`config.mk`:
```
export PLATFORM = sky130hd
export DESIGN_NAME = bist_scan_sequencer_flat
export DESIGN_NICKNAME = d
export VERILOG_FILES = /design/src/rtl/bist_scan_sequencer_pkg.sv /design/src/rtl/bist_scan_sequencer_if.sv /design/src/rtl/bist_scan_sequencer_term_counter.sv /design/src/rtl/bist_scan_sequencer.sv /design/src/flat_wrapper.sv
export SDC_FILE = /design/constraint.sdc
export NUM_CORES = 1
export LEC_CHECK = 0
export ABC_AREA = 1
export CORE_ASPECT_RATIO = 0.8
export CORE_MARGIN = 4
export CORE_UTILIZATION = 50
export DETAILED_ROUTE_END_ITERATION = 8
export DONT_BUFFER_PORTS = 1
export MAX_ROUTING_LAYER = met4
export PLACE_DENSITY = 0.72
export SETUP_SLACK_MARGIN = 0.05
export SLEW_MARGIN = 20
export SYNTH_ARGS = -nofsm -noshare
export SYNTH_HDL_FRONTEND = slang
export SYNTH_SLANG_ARGS = --single-unit
export TNS_END_PERCENT = 20
```
`constraint.sdc`:
```
create_clock -name CLK -period 1.6 [get_ports CLK]
set_input_delay 0.24 -clock CLK [delete_from_list [all_inputs] [get_ports CLK]]
set_output_delay 0.24 -clock CLK [all_outputs]
set_load 0.1 [all_outputs]
```
`src/rtl/bist_scan_sequencer_pkg.sv`:
```
// Shared BIST definitions: FSM state encoding and signature constants
// used by the sequencer, the MISR and the BIST top level.
package bist_pkg;

  localparam int SIG_W = 3;
  localparam logic [SIG_W-1:0] GOLDEN_SIG = 3'b101;

  typedef enum logic [2:0] {
    IDLE    = 3'd0,
    INIT    = 3'd1,
    SHIFT   = 3'd2,
    CAPTURE = 3'd3,
    FLUSH   = 3'd4,
    COMPARE = 3'd5,
    DONE    = 3'd6
  } bist_state_t;

endpackage

```
`src/rtl/bist_scan_sequencer_if.sv`:
```
// Control/status bundle between the BIST sequencer and its surroundings.
//
// Handshake: START is a level request, looked at only while the sequencer is
// idle or done. Once a session begins it runs to completion; bist_end then
// rises and stays high (with pass_fail valid) until START is seen low, at
// which point the sequencer returns to idle and bist_end drops.
interface bist_scan_sequencer_if #(
  parameter int SIG_W = bist_pkg::SIG_W
);
  logic             START;
  logic [SIG_W-1:0] misr_sig;
  logic             test_sel;
  logic             scan_en;
  logic             lfsr_load;
  logic             lfsr_en;
  logic             misr_clr;
  logic             misr_en;
  logic             running;
  logic             bist_end;
  logic             pass_fail;

  // Sequencer side
  modport master (
    input  START, misr_sig,
    output test_sel, scan_en, lfsr_load, lfsr_en, misr_clr, misr_en,
           running, bist_end, pass_fail
  );

  // Requester / observer side
  modport slave (
    output START, misr_sig,
    input  test_sel, scan_en, lfsr_load, lfsr_en, misr_clr, misr_en,
           running, bist_end, pass_fail
  );
endinterface

```
`src/rtl/bist_scan_sequencer_term_counter.sv`:
```
// Up-counter with synchronous clear and enable. It returns to zero on its own
// after reaching TERM-1, so it never wraps through its full range.
module bist_term_counter #(
  parameter int W    = 8,
  parameter int TERM = 4
) (
  input  logic         clk,
  input  logic         rst,
  input  logic         clr,
  input  logic         en,
  output logic [W-1:0] cnt,
  output logic         tc
);
  localparam logic [W-1:0] LAST = W'(TERM - 1);

  logic [W-1:0] cnt_d, cnt_q;

  assign cnt = cnt_q;
  assign tc  = (cnt_q == LAST);

  // Next count: clear wins, then advance or restart at the terminal count
  always_comb begin
    cnt_d = cnt_q;
    if (clr) begin
      cnt_d = '0;
    end else if (en) begin
      cnt_d = tc ? '0 : cnt_q + 1'b1;
    end
  end

  // Count register
  always_ff @(posedge clk) begin
    if (rst) cnt_q <= '0;
    else     cnt_q <= cnt_d;
  end
endmodule

```
`src/rtl/bist_scan_sequencer.sv`:
```
// BIST session sequencer: drives scan enable, test mux select, LFSR and MISR
// control, then compares the final MISR signature against the golden value.
module bist_scan_sequencer
  import bist_pkg::*;
#(
  parameter int               CHAIN_LEN  = 4,
  parameter int               N_PATTERNS = 200,
  parameter int               PAT_CNT_W  = 8,
  parameter int               SIG_W      = bist_pkg::SIG_W,
  parameter logic [SIG_W-1:0] GOLDEN_SIG = bist_pkg::GOLDEN_SIG
) (
  input  logic                             CLK,
  input  logic                             RST,
  bist_scan_sequencer_if.master            bus,
  output bist_state_t                      dbg_state,
  output logic [$clog2(CHAIN_LEN+1)-1:0]   dbg_bit_cnt
);
  localparam int BIT_CNT_W = $clog2(CHAIN_LEN + 1);

  bist_state_t          state_d, state_q;
  logic                 pass_fail_d, pass_fail_q;
  logic                 bit_clr, bit_en, bit_tc;
  logic                 pat_clr, pat_en, pat_tc;
  logic [BIT_CNT_W-1:0] bit_cnt;
  logic [PAT_CNT_W-1:0] pat_cnt;

  // Bit counter paces both the per-pattern shift and the final flush
  bist_term_counter #(.W(BIT_CNT_W), .TERM(CHAIN_LEN)) u_bit_cnt (
    .clk (CLK),
    .rst (RST),
    .clr (bit_clr),
    .en  (bit_en),
    .cnt (bit_cnt),
    .tc  (bit_tc)
  );

  // Pattern counter advances once per capture
  bist_term_counter #(.W(PAT_CNT_W), .TERM(N_PATTERNS)) u_pat_cnt (
    .clk (CLK),
    .rst (RST),
    .clr (pat_clr),
    .en  (pat_en),
    .cnt (pat_cnt),
    .tc  (pat_tc)
  );

  assign dbg_state   = state_q;
  assign dbg_bit_cnt = bit_cnt;

  // Next state, counter controls and the pass/fail verdict
  always_comb begin
    state_d     = state_q;
    pass_fail_d = pass_fail_q;
    bit_clr     = 1'b0;
    bit_en      = 1'b0;
    pat_clr     = 1'b0;
    pat_en      = 1'b0;
    case (state_q)
      IDLE:    if (bus.START) state_d = INIT;
      INIT: begin
        bit_clr     = 1'b1;
        pat_clr     = 1'b1;
        pass_fail_d = 1'b0;
        state_d     = SHIFT;
      end
      SHIFT: begin
        bit_en = 1'b1;
        if (bit_tc) state_d = CAPTURE;
      end
      CAPTURE: begin
        pat_en  = 1'b1;
        state_d = pat_tc ? FLUSH : SHIFT;
      end
      FLUSH: begin
        bit_en = 1'b1;
        if (bit_tc) state_d = COMPARE;
      end
      COMPARE: begin
        pass_fail_d = (bus.misr_sig == GOLDEN_SIG);
        state_d     = DONE;
      end
      DONE:    if (!bus.START) state_d = IDLE;
      default: state_d = IDLE;
    endcase
  end

  // FSM state and verdict registers
  always_ff @(posedge CLK) begin
    if (RST) begin
      state_q     <= IDLE;
      pass_fail_q <= 1'b0;
    end else begin
      state_q     <= state_d;
      pass_fail_q <= pass_fail_d;
    end
  end

  // Outputs decode from registers only; the first unload of a session is
  // skipped by the MISR because the chain still holds power-up content
  always_comb begin
    bus.test_sel  = 1'b0;
    bus.scan_en   = 1'b0;
    bus.lfsr_load = 1'b0;
    bus.lfsr_en   = 1'b0;
    bus.misr_clr  = 1'b0;
    bus.misr_en   = 1'b0;
    bus.running   = 1'b0;
    bus.bist_end  = 1'b0;
    bus.pass_fail = pass_fail_q;
    case (state_q)
      INIT: begin
        bus.lfsr_load = 1'b1;
        bus.misr_clr  = 1'b1;
        bus.test_sel  = 1'b1;
        bus.running   = 1'b1;
      end
      SHIFT: begin
        bus.scan_en  = 1'b1;
        bus.lfsr_en  = 1'b1;
        bus.test_sel = 1'b1;
        bus.running  = 1'b1;
        bus.misr_en  = (pat_cnt != '0);
      end
      CAPTURE: begin
        bus.lfsr_en  = 1'b1;
        bus.misr_en  = 1'b1;
        bus.test_sel = 1'b1;
        bus.running  = 1'b1;
      end
      FLUSH: begin
        bus.scan_en  = 1'b1;
        bus.misr_en  = 1'b1;
        bus.test_sel = 1'b1;
        bus.running  = 1'b1;
      end
      COMPARE: bus.running  = 1'b1;
      DONE:    bus.bist_end = 1'b1;
      default: ;
    endcase
  end
endmodule

```
`src/flat_wrapper.sv`:
```
// flat-port wrapper written by rule: the top's interface ports become plain ports
module bist_scan_sequencer_flat import bist_pkg::*;
#(
  parameter int               CHAIN_LEN  = 4,
  parameter int               N_PATTERNS = 200,
  parameter int               PAT_CNT_W  = 8,
  parameter int               SIG_W      = bist_pkg::SIG_W,
  parameter logic [SIG_W-1:0] GOLDEN_SIG = bist_pkg::GOLDEN_SIG
)
  (CLK, RST, dbg_state, dbg_bit_cnt, bus_START, bus_misr_sig, bus_test_sel, bus_scan_en, bus_lfsr_load, bus_lfsr_en, bus_misr_clr, bus_misr_en, bus_running, bus_bist_end, bus_pass_fail);
  bist_scan_sequencer_if #(.SIG_W(SIG_W)) bus_i ();
  input  logic CLK;
  input  logic RST;
  output bist_state_t dbg_state;
  output logic [$clog2(CHAIN_LEN+1)-1:0] dbg_bit_cnt;
  input wire logic [$bits(bus_i.START)-1:0] bus_START;
  input wire logic [$bits(bus_i.misr_sig)-1:0] bus_misr_sig;
  output wire logic [$bits(bus_i.test_sel)-1:0] bus_test_sel;
  output wire logic [$bits(bus_i.scan_en)-1:0] bus_scan_en;
  output wire logic [$bits(bus_i.lfsr_load)-1:0] bus_lfsr_load;
  output wire logic [$bits(bus_i.lfsr_en)-1:0] bus_lfsr_en;
  output wire logic [$bits(bus_i.misr_clr)-1:0] bus_misr_clr;
  output wire logic [$bits(bus_i.misr_en)-1:0] bus_misr_en;
  output wire logic [$bits(bus_i.running)-1:0] bus_running;
  output wire logic [$bits(bus_i.bist_end)-1:0] bus_bist_end;
  output wire logic [$bits(bus_i.pass_fail)-1:0] bus_pass_fail;
  assign bus_i.START = bus_START;
  assign bus_i.misr_sig = bus_misr_sig;
  assign bus_test_sel = bus_i.test_sel;
  assign bus_scan_en = bus_i.scan_en;
  assign bus_lfsr_load = bus_i.lfsr_load;
  assign bus_lfsr_en = bus_i.lfsr_en;
  assign bus_misr_clr = bus_i.misr_clr;
  assign bus_misr_en = bus_i.misr_en;
  assign bus_running = bus_i.running;
  assign bus_bist_end = bus_i.bist_end;
  assign bus_pass_fail = bus_i.pass_fail;
  bist_scan_sequencer #(.CHAIN_LEN(CHAIN_LEN), .N_PATTERNS(N_PATTERNS), .PAT_CNT_W(PAT_CNT_W), .SIG_W(SIG_W), .GOLDEN_SIG(GOLDEN_SIG)) u_core (.CLK(CLK), .RST(RST), .bus(bus_i), .dbg_state(dbg_state), .dbg_bit_cnt(dbg_bit_cnt));
endmodule
```
# --- After elaboration in Yosys (flattened, before gate mapping) ---
# Index checks and enable logic that the tools add are counted.
# Widths: inputs -> output; s select.
totals:
  register_bits: 15
  latch_bits: 0
  mem_bits_rw: 0
  mem_bits_ro: 0
  inputBits: 6
  word_cells: 46
  memories: 0
classes:
  addsub: 2
  multipliers: 0
  div: 0
  magnitude_cmp: 0
  n_eq_ne: 13
  n_shift: 0
  muxes: 17
  bitwise: 0
  reduce_logical: 10
op_table:
  columns: ["cell", "n"]
  rows:
  - ["$pmux 3 s7", 1]
  - ["$mux 3", 6]
  - ["$eq 3x3->1 const B", 4]
  - ["$eq 3x2->1 const B", 3]
  - ["$add 8x1->8 const B", 1]
  - ["$eq 8x8->1 const B", 1]
  - ["$mux 8", 1]
  - ["$ne 2x2->1 const B", 4]
  - ["$reduce_bool 8->1", 1]
  - ["$reduce_or 2->1", 4]
  - ["$mux 1", 7]
  - ["$reduce_or 5->1", 1]
  - ["$pmux 1 s2", 2]
  - ["$reduce_and 4->1", 1]
  - ["$reduce_or 4->1", 1]
  - ["$add 3x1->3 const B", 1]
  - ["$eq 3x1->1 const B", 1]
  - ["$logic_not 3->1", 1]
  - ["$reduce_bool 2->1", 1]

# --- Depth between registers and ports, before layout ---
# Gate-level depths: netlist of the first run.
logic_depth:
  ltp_word: 3
  ltp_mapped: 8

# --- By module ---
# Synthesis of the first run repeated with hierarchy kept, for this count alone.
hier_totals:
  hier_cells: 138
  hier_area_um2: 942.2
by_module_without_submodules:
  columns: ["mod", "instances", "cells_per_inst", "area_each_um2", "seq_area_each_um2"]
  rows:
  - ["bist_term_counter at u_core.u_pat_cnt", 1, 63, 445.4, 160.2]
  - ["bist_scan_sequencer", 1, 56, 354.1, 80.1]
  - ["bist_term_counter at u_core.u_bit_cnt", 1, 19, 142.6, 60.1]

# --- Worst setup path after synthesis of the first run ---
# No wires, ideal clock.
synth_timing:
  kind: "register -> output"
  startpoint: "register u_core.state_q[0] (netlist: u_core.dbg_state[0])"
  endpoint: "output port bus_test_sel"
  t_arrival_ps: 3411
  path_slack_ps: -2051
  stages_incl_launch_ff: 3
  cell_sequence: "dfxtp_1 inv_1 o21ai_0"
synth_between:
  elab_chain_cells: 3
  word_cells_on_any_way: 6
  classes_between: "4 x eq/ne; 1 x mux; 1 x reduce/logical"
synth_lines:
  columns: ["item", "line_no", "rtl"]
  rows:
  - ["start: declaration", "bist_scan_sequencer.sv:20", "bist_state_t state_d, state_q;"]
  - ["start signal: assignment", "bist_scan_sequencer.sv:93", "state_q <= state_d;"]
  - ["$eq 3x1->1, or another cell as far along", "bist_scan_sequencer.sv:110", "case (state_q)"]
  - ["$reduce_or 4->1 (no line) (*)", null, null]
  - ["$mux 1 (*)", "bist_scan_sequencer.sv:110", null]
  - ["end: declaration", "flat_wrapper.sv:18", "output wire logic [$bits(bus_i.test_sel)-1:0] bus_test_sel;"]
# Every way passes the cells marked *; elsewhere a longest branch is shown, timed or not.

# --- Worst setup path after layout of the first run ---
layout_timing:
  startpoint: "register u_core.state_q[1] (netlist: u_core.dbg_state[1])"
  endpoint: "output port bus_test_sel"
# Same word-level chain as after synthesis.

==> qor.yml, run 1 <==
run_status:
  status: "finished clean"
pwr:
  ir_worst_vdd_mv: 1.21
  p_per_area_nw_per_um2: 1290
  p_leak_nw: 0.579
  finalPower_mw: 1.72
die:
  dieWidth_um: 55.8
  std_cell_rows: 13
  die_area_um2: 2580
  coreArea_um2: 1680
  die_h_um: 46.2
  boundaryPins: 21
  start_util_pct: 54.4
clock_tree:
  cts_tree: "yes"
  path_clk_slew_ns: 0.09
  clock_latency_ns: 0.29
  h-tree-depth: 1
  clockRootBuffer: "clkbuf_4"
  clock-sinks: 15
  clock_path_buffers: 2
  cts_made_buffers: 3
placed_design:
  placed_area_um2: 1180
  globalplace.congestion: 0.879
  port_buffers: 0
  placed_cells: 164
  dpl.hpwl_mm: 1.77
setup_path:
  regToRegStartpoint: "u_core.dbg_state[1]$_SDFFE_PP0P_"
  crit_fanout: 5
  critPathLaunch: "u_core.dbg_state[1]$_SDFFE_PP0P_"
  arrival_ns: 1.35
  critPathKind: "reg -> out"
  worstPathRequired_ns: 1.36
  r2r_slack_ns: 0.20
  startpoint_type: "flop"
  end_kind: "output port"
drt:
  vias_per_cell: 5.38
  drc_errors: 0
  initialDrtViolationCount: 36
  num_vias: 941
  ant_nets: 0
  first_pass_iters: 5
  wl_per_cell_um: 13.8
  wirelength_mm: 2.41
timing:
  setup_violations: 0
  tns_ns: 0
  finalClockSkew_ns: 0.00207
  period_needed_ns: 1.59
  tightest_slew_ns: 0.303
  drv_slew: 0
  rsz0062_at_grt: "yes"
  slew_headroom_pct: 79.8
  whs_ns: 0.131
  fmax_mhz: 629
  period_share_pct: 99.4
  finalHoldViolCount: 0
synth:
  yosysTopAreaCellShare_pct: 32.9
  netlist_instances: 129
  avgSynthCellArea_um2: 7.07
  synth.most_common_cell: "nand2_1"
  syn-num-nets: 141
  ys_ff_latch: 15
  synth_area_um2: 912
  synth_cell_types: 24
  ys_top_cells_by_area: "dfxtp_1, nand2_1, ha_1"
  async_flop_share_pct: 0
  synth_top_area_cell: "dfxtp_1"
  ys_warn_count: 0
  synth_ff_type: "dfxtp_1"
  ys_seq_area_share_pct: 32.9
  synthTopCellsByCount: "nand2_1, inv_1, dfxtp_1"
  synth_edf_count: 0
layout:
  final_area_um2: 1340
  drive_above_1_share_pct: 44.4
  final_cells: 175
  finalNetCount: 166
  area_delta_synth_final_pct: 46.4
  insertedDiodeCount: 0
global_route:
  antenna_found_initial: 0
  grt_first_pass_wirelength_mm: 4.00
  grt_start_max_net_pins: 10
  grt_use_total_pct: 21.2
  grt_overflow_total: 0
  grt_pass1_vias: 870
worst_hold_path:
  min_from: "bus_misr_sig[1]"
  hold_class: "in -> reg"
job:
  max-cap-violations: 0
-- layout by cell type, fill, tap and decap left out, types with 2 or more instances in the layout --
master    netlist  layout
nor3_1          3       3
buf_12          0       6
nor2_4          1       4
nand3_4         1       3
nand3_1        10       8
nand2_4         0       2
nand2_1        24      20
nand2_2         5       6
ha_1            6       5
buf_4           1      13
nand3_2         3       3
inv_1          18      11
dfxtp_2         0       6
dfxtp_1        15       6
o21ai_0         4       3
inv_2           6       9
clkbuf_4        0       3
xor2_1          2       2
a21oi_1         7       7
nor2_1         12      10
dfxtp_4         0       3
inv_6           0       2
nand4_1         3       3
-- critical path, cell delays in order (launching register included) --
cell     delay [ns]
dfxtp_4        0.42
inv_6          0.06
nor2_4         0.14
nand2_4        0.09
nand2_8        0.07
inv_4          0.04
o21ai_4        0.05
buf_12         0.19
-- worst paths after layout --
path,end,cells after the start
hold / removal,u_core.bus.pass_fail$_SDFFE_PP0P_,3
setup reg to reg,u_core.u_pat_cnt.cnt[7]$_SDFFE_PP0N_,7
setup / recovery,bus_test_sel,7
hold reg to reg,u_core.u_bit_cnt.cnt[2]$_SDFFE_PP0P_,2
-- per-stage QoR --
stage	setup WS, ns	utilization, %
floorplan	-0.215	-
global placement	0.156	70.7
detailed placement	0.103	70.7
CTS	0.00326	78.2
global route	-0.0537	79.7
finish	0.00896	79.7
-- per-layer routing --
layer | part of all wire, % | routed length (um) | GRT usage, % | up-vias
met5 | 0 | 0 | - | -
met4 | 1.1 | 27 | 8.25 | 0
met3 | 6.1 | 148 | 7.28 | 4
met2 | 47 | 1140 | 35.4 | 26
met1 | 46 | 1100 | 23.9 | 448
li1 | - | - | - | 463
-- power breakdown --
group          total [mW]  internal, mW  switching [mW]
clock network       0.221        0.0971           0.124
registers           0.448         0.401          0.0473
logic                1.05         0.308           0.744
-- registers in the layout, indices dropped and copies added, names as in the netlist --
| register | cells |
|---|---|
| u_core.bus.pass_fail | 1 |
| u_core.dbg_state | 3 |
| u_core.u_bit_cnt.cnt | 3 |
| u_core.u_pat_cnt.cnt | 8 |
-- cells by family (layout without fill, tap and decap cells) --
| logic type | Yosys count | after routing | share of synthesized area [%] |
|---|---|---|---|
| AO/OA/AOI/OAI | 16 | 16 | 10.3 |
| buffers and inverters | 25 | 49 | 10.7 |
| flip-flops | 15 | 15 | 32.9 |
| AND/OR/NAND/NOR | 65 | 65 | 35.9 |
| XOR/XNOR | 2 | 2 | 1.92 |
| adder cells (fa/ha/maj) | 6 | 6 | 8.23 |
-- final cells by class --
| type | count | area [um^2] |
|---|---|---|
| Tap cell | 22 | 27.5 |
| Clock buffer | 4 | 26.3 |
| Fill cell | 109 | 340 |
| Sequential cell | 15 | 319 |
| Timing Repair Buffer | 21 | 239 |
| Inverter | 24 | 106 |
| Multi-Input combinational cell | 89 | 617 |
-- what timing repair did --
| action | in CTS | in global routing |
|---|---|---|
| setup buffers | 5 | 1 |
| setup endpoints to repair | 4 | 7 |
| endpoints found under the hold margin | 4 | 0 |
| resized for setup | 22 | 4 |
| pin swaps | 6 | 5 |
| hold buffers | 1 | 0 |
(Power assumes the default switching activity.)
==> run 2, diff against run 1 <==
--- a/config.mk
+++ b/config.mk
@@ -13,6 +13,7 @@
 export DONT_BUFFER_PORTS = 1
 export MAX_ROUTING_LAYER = met4
 export PLACE_DENSITY = 0.72
+export REMOVE_ABC_BUFFERS = 1
 export SETUP_SLACK_MARGIN = 0.05
 export SLEW_MARGIN = 20
 export SYNTH_ARGS = -nofsm -noshare
==> run 2 against run 1 <==
  * Utilization decreased by 2.3 points
  * Worst hold slack got worse by 0.12 ns
  * Via count rose by 1.1%
  * Count of clock-buffer cells in the layout did not move
  * Critical path type unchanged
  * Highest routed layer unchanged
==> qor.yml, run 2 (synthesis results as in run 1) <==
run_status:
  status: "finished clean"
timing:
  finalHoldViolCount: 0  # unchanged
  period_needed_ns: 1.58  # -0.0116 ns
  drv_slew: 0  # unchanged
  tightest_slew_ns: 0.299  # -0.00387 ns
  finalClockSkew_ns: 0.00137  # -0.000701 ns
  slew_headroom_pct: 80.1  # +0.26 points
  fmax_mhz: 633  # +0.74%
  rsz0062_at_grt: "yes"
  setup_violations: 0  # unchanged
  tns_ns: 0  # unchanged
  period_share_pct: 98.7  # -0.73 points
setup_path:
  startpoint_type: "flop"
  crit_end: "bus_test_sel"
  cpPeakStageDelay_ns: 0.37  # -0.05 ns
  critPathLaunch: "u_core.dbg_state[1]$_SDFFE_PP0P_"
  critPathKind: "reg -> out"
  crit_slowest_cell: "dfxtp_4"
  end_kind: "output port"
  worstReg2RegEnd: "u_core.dbg_state[1]$_SDFFE_PP0P_"
  arrival_ns: 1.34  # about the same
  crit_fanout: 3  # -2
  worstPathRequired_ns: 1.36  # about the same
  cp_cell_sequence: "buf_6 > nor2_4 > nand2_2 > nand2_2 > inv_2 > o21ai_4 > buf_12"
  r2r_slack_ns: 0.18  # -0.02 ns
  r2r_cells: 9  # +2
  regToRegStartpoint: "u_core.u_pat_cnt.cnt[1]$_SDFFE_PP0N_"
  cp_common_cell: "nand2_2"
drt:
  ant_nets: 0  # unchanged
  initialDrtViolationCount: 27  # -25%
  vias_per_cell: 5.28  # -1.7%
  wl_per_cell_um: 13.4  # -3.0%
  first_pass_iters: 4  # -1
  wirelength_mm: 2.40  # -0.25%
  drc_errors: 0  # unchanged
  num_vias: 951  # +1.1%
die:
  coreArea_um2: 1680  # unchanged
  boundaryPins: 21  # unchanged
  dieWidth_um: 55.8  # unchanged
  die_h_um: 46.2  # unchanged
  std_cell_rows: 13  # unchanged
  die_area_um2: 2580  # unchanged
  start_util_pct: 54.4  # unchanged
clock_tree:
  clock_latency_ns: 0.28  # about the same
  cts_tree: "yes"
  path_clk_slew_ns: 0.08  # about the same
  clockRootBuffer: "clkbuf_4"
  cts_made_buffers: 3  # unchanged
  h-tree-depth: 1  # unchanged
  clock-sinks: 15  # unchanged
  clock_path_buffers: 2  # unchanged
placed_design:
  globalplace.congestion: 0.867  # -1.4%
  dpl.hpwl_mm: 1.63  # -7.9%
  placed_cells: 166  # +1.2%
  port_buffers: 0  # unchanged
layout:
  final_cells: 180  # +2.9%
  insertedDiodeCount: 0  # unchanged
  area_delta_synth_final_pct: 42.1
  final_util_pct: 77.4  # -2.3 points
  finalNetCount: 171  # +3.0%
  largest_reg_flops: 8  # unchanged
  drive_above_1_share_pct: 42.4  # -2.0 points
  seq_area_um2: 314  # -1.6%
  n_fill_cell: 105  # -3.7%
  layout_common_cells: "nand2_1, buf_4, inv_1"
  final_common_cell: "nand2_1"
  multiInputGateArea_um2: 553  # -10%
global_route:
  globalRouteMet1Util_pct: 21.4  # -2.5 points
  grt_first_pass_wirelength_mm: 3.73  # -6.7%
  grt_overflow_total: 0  # unchanged
  gr-usage-met3_pct: 6.16  # -1.1 points
  use_met2_pct: 33.7  # -1.7 points
  antenna_found_initial: 0  # unchanged
  grt_use_total_pct: 19.6  # -1.6 points
  grt_pass1_vias: 882  # +1.4%
  grt_start_max_net_pins: 10  # unchanged
  top_usage_layer: "met2"
worst_hold_path:
  hold_class: "in -> reg"
  min_path_cells: 1  # -2
pwr:
  p_per_area_nw_per_um2: 1310  # +1.5%
  ir_worst_vdd_mv: 1.43  # +19%
  p_leak_nw: 0.596  # +2.9%
job:
  max-cap-violations: 0  # unchanged
## run 2: cell types whose count changed in the layout (fill, tap and decap cells not counted), sizes merged
cell	change
inv	+1
buf	+5
clkinvlp	-1
## run 2: layer usage
layer / part of all wire [%] / vias up / wire length [um]
met5: 0 / - / 0
met2: 48 / 37 / 1170
met3: 6.9 / 4 / 167
met1: 43 / 437 / 1040
met4: 1.2 / 0 / 28
li1: - / 473 / -
## run 2: worst max-delay path, delay by kind of cell, from the launching register on
family                 cells  cell delay, ns
AO/OA/AOI/OAI              1            0.06
flip-flops                 1            0.37
AND/OR/NAND/NOR            3            0.24
buffers and inverters      3            0.38
## run 2: power breakdown
part / internal (mW) / total [mW] / switching, mW / leakage [nW]
Sequential: 0.401 / 0.436 / 0.0348 / 0.125
Clock: 0.0969 / 0.212 / 0.115 / 0.0150
Combinational: 0.308 / 1.05 / 0.742 / 0.455
## run 2: cell type report
cell class                 count  share of cell area, %
sequential                    15                   24.2
timing repair buffer          26                   21.6
multi-input combinational     89                   42.7
clock buffer                   4                   2.03
tap                           22                   2.12
inverter                      24                   7.34
## run 2: worst min-delay path by stage
stage | start | end | slack [ns]
floorplan | RST | u_core.bus.pass_fail$_SDFFE_PP0P_ | 0.31
global placement | RST | u_core.dbg_state[1]$_SDFFE_PP0P_ | 0.31
detailed placement | RST | u_core.dbg_state[2]$_SDFFE_PP0P_ | 0.31
CTS | RST | u_core.dbg_state[1]$_SDFFE_PP0P_ | 0.0005
global route | RST | u_core.bus.pass_fail$_SDFFE_PP0P_ | 0.001
finish | RST | u_core.bus.pass_fail$_SDFFE_PP0P_ | 0.01
## run 2: per-stage QoR
step / power [mW] / hold slack (ns) / worst slack, ns / cell area (um^2)
after global placement: 1.37 / 0.310 / 0.180 / 1130
after global routing: 1.76 / 0.00104 / -0.0435 / 1300
after floorplan: 1.12 / 0.309 / -2.05 / 905
after detailed placement: 1.38 / 0.312 / 0.165 / 1130
final: 1.70 / 0.0130 / 0.0206 / 1300
after CTS: 1.67 / 0.000475 / 0.0137 / 1260
## run 2: what timing repair did
item | 4_1_cts | 5_1_grt
hold buffers | 0 | 1
endpoints found under the setup margin | 4 | 8
setup buffers | 8 | 1
resized for setup | 20 | 7
pin swaps | 6 | 6
hold endpoints to repair | 0 | 3
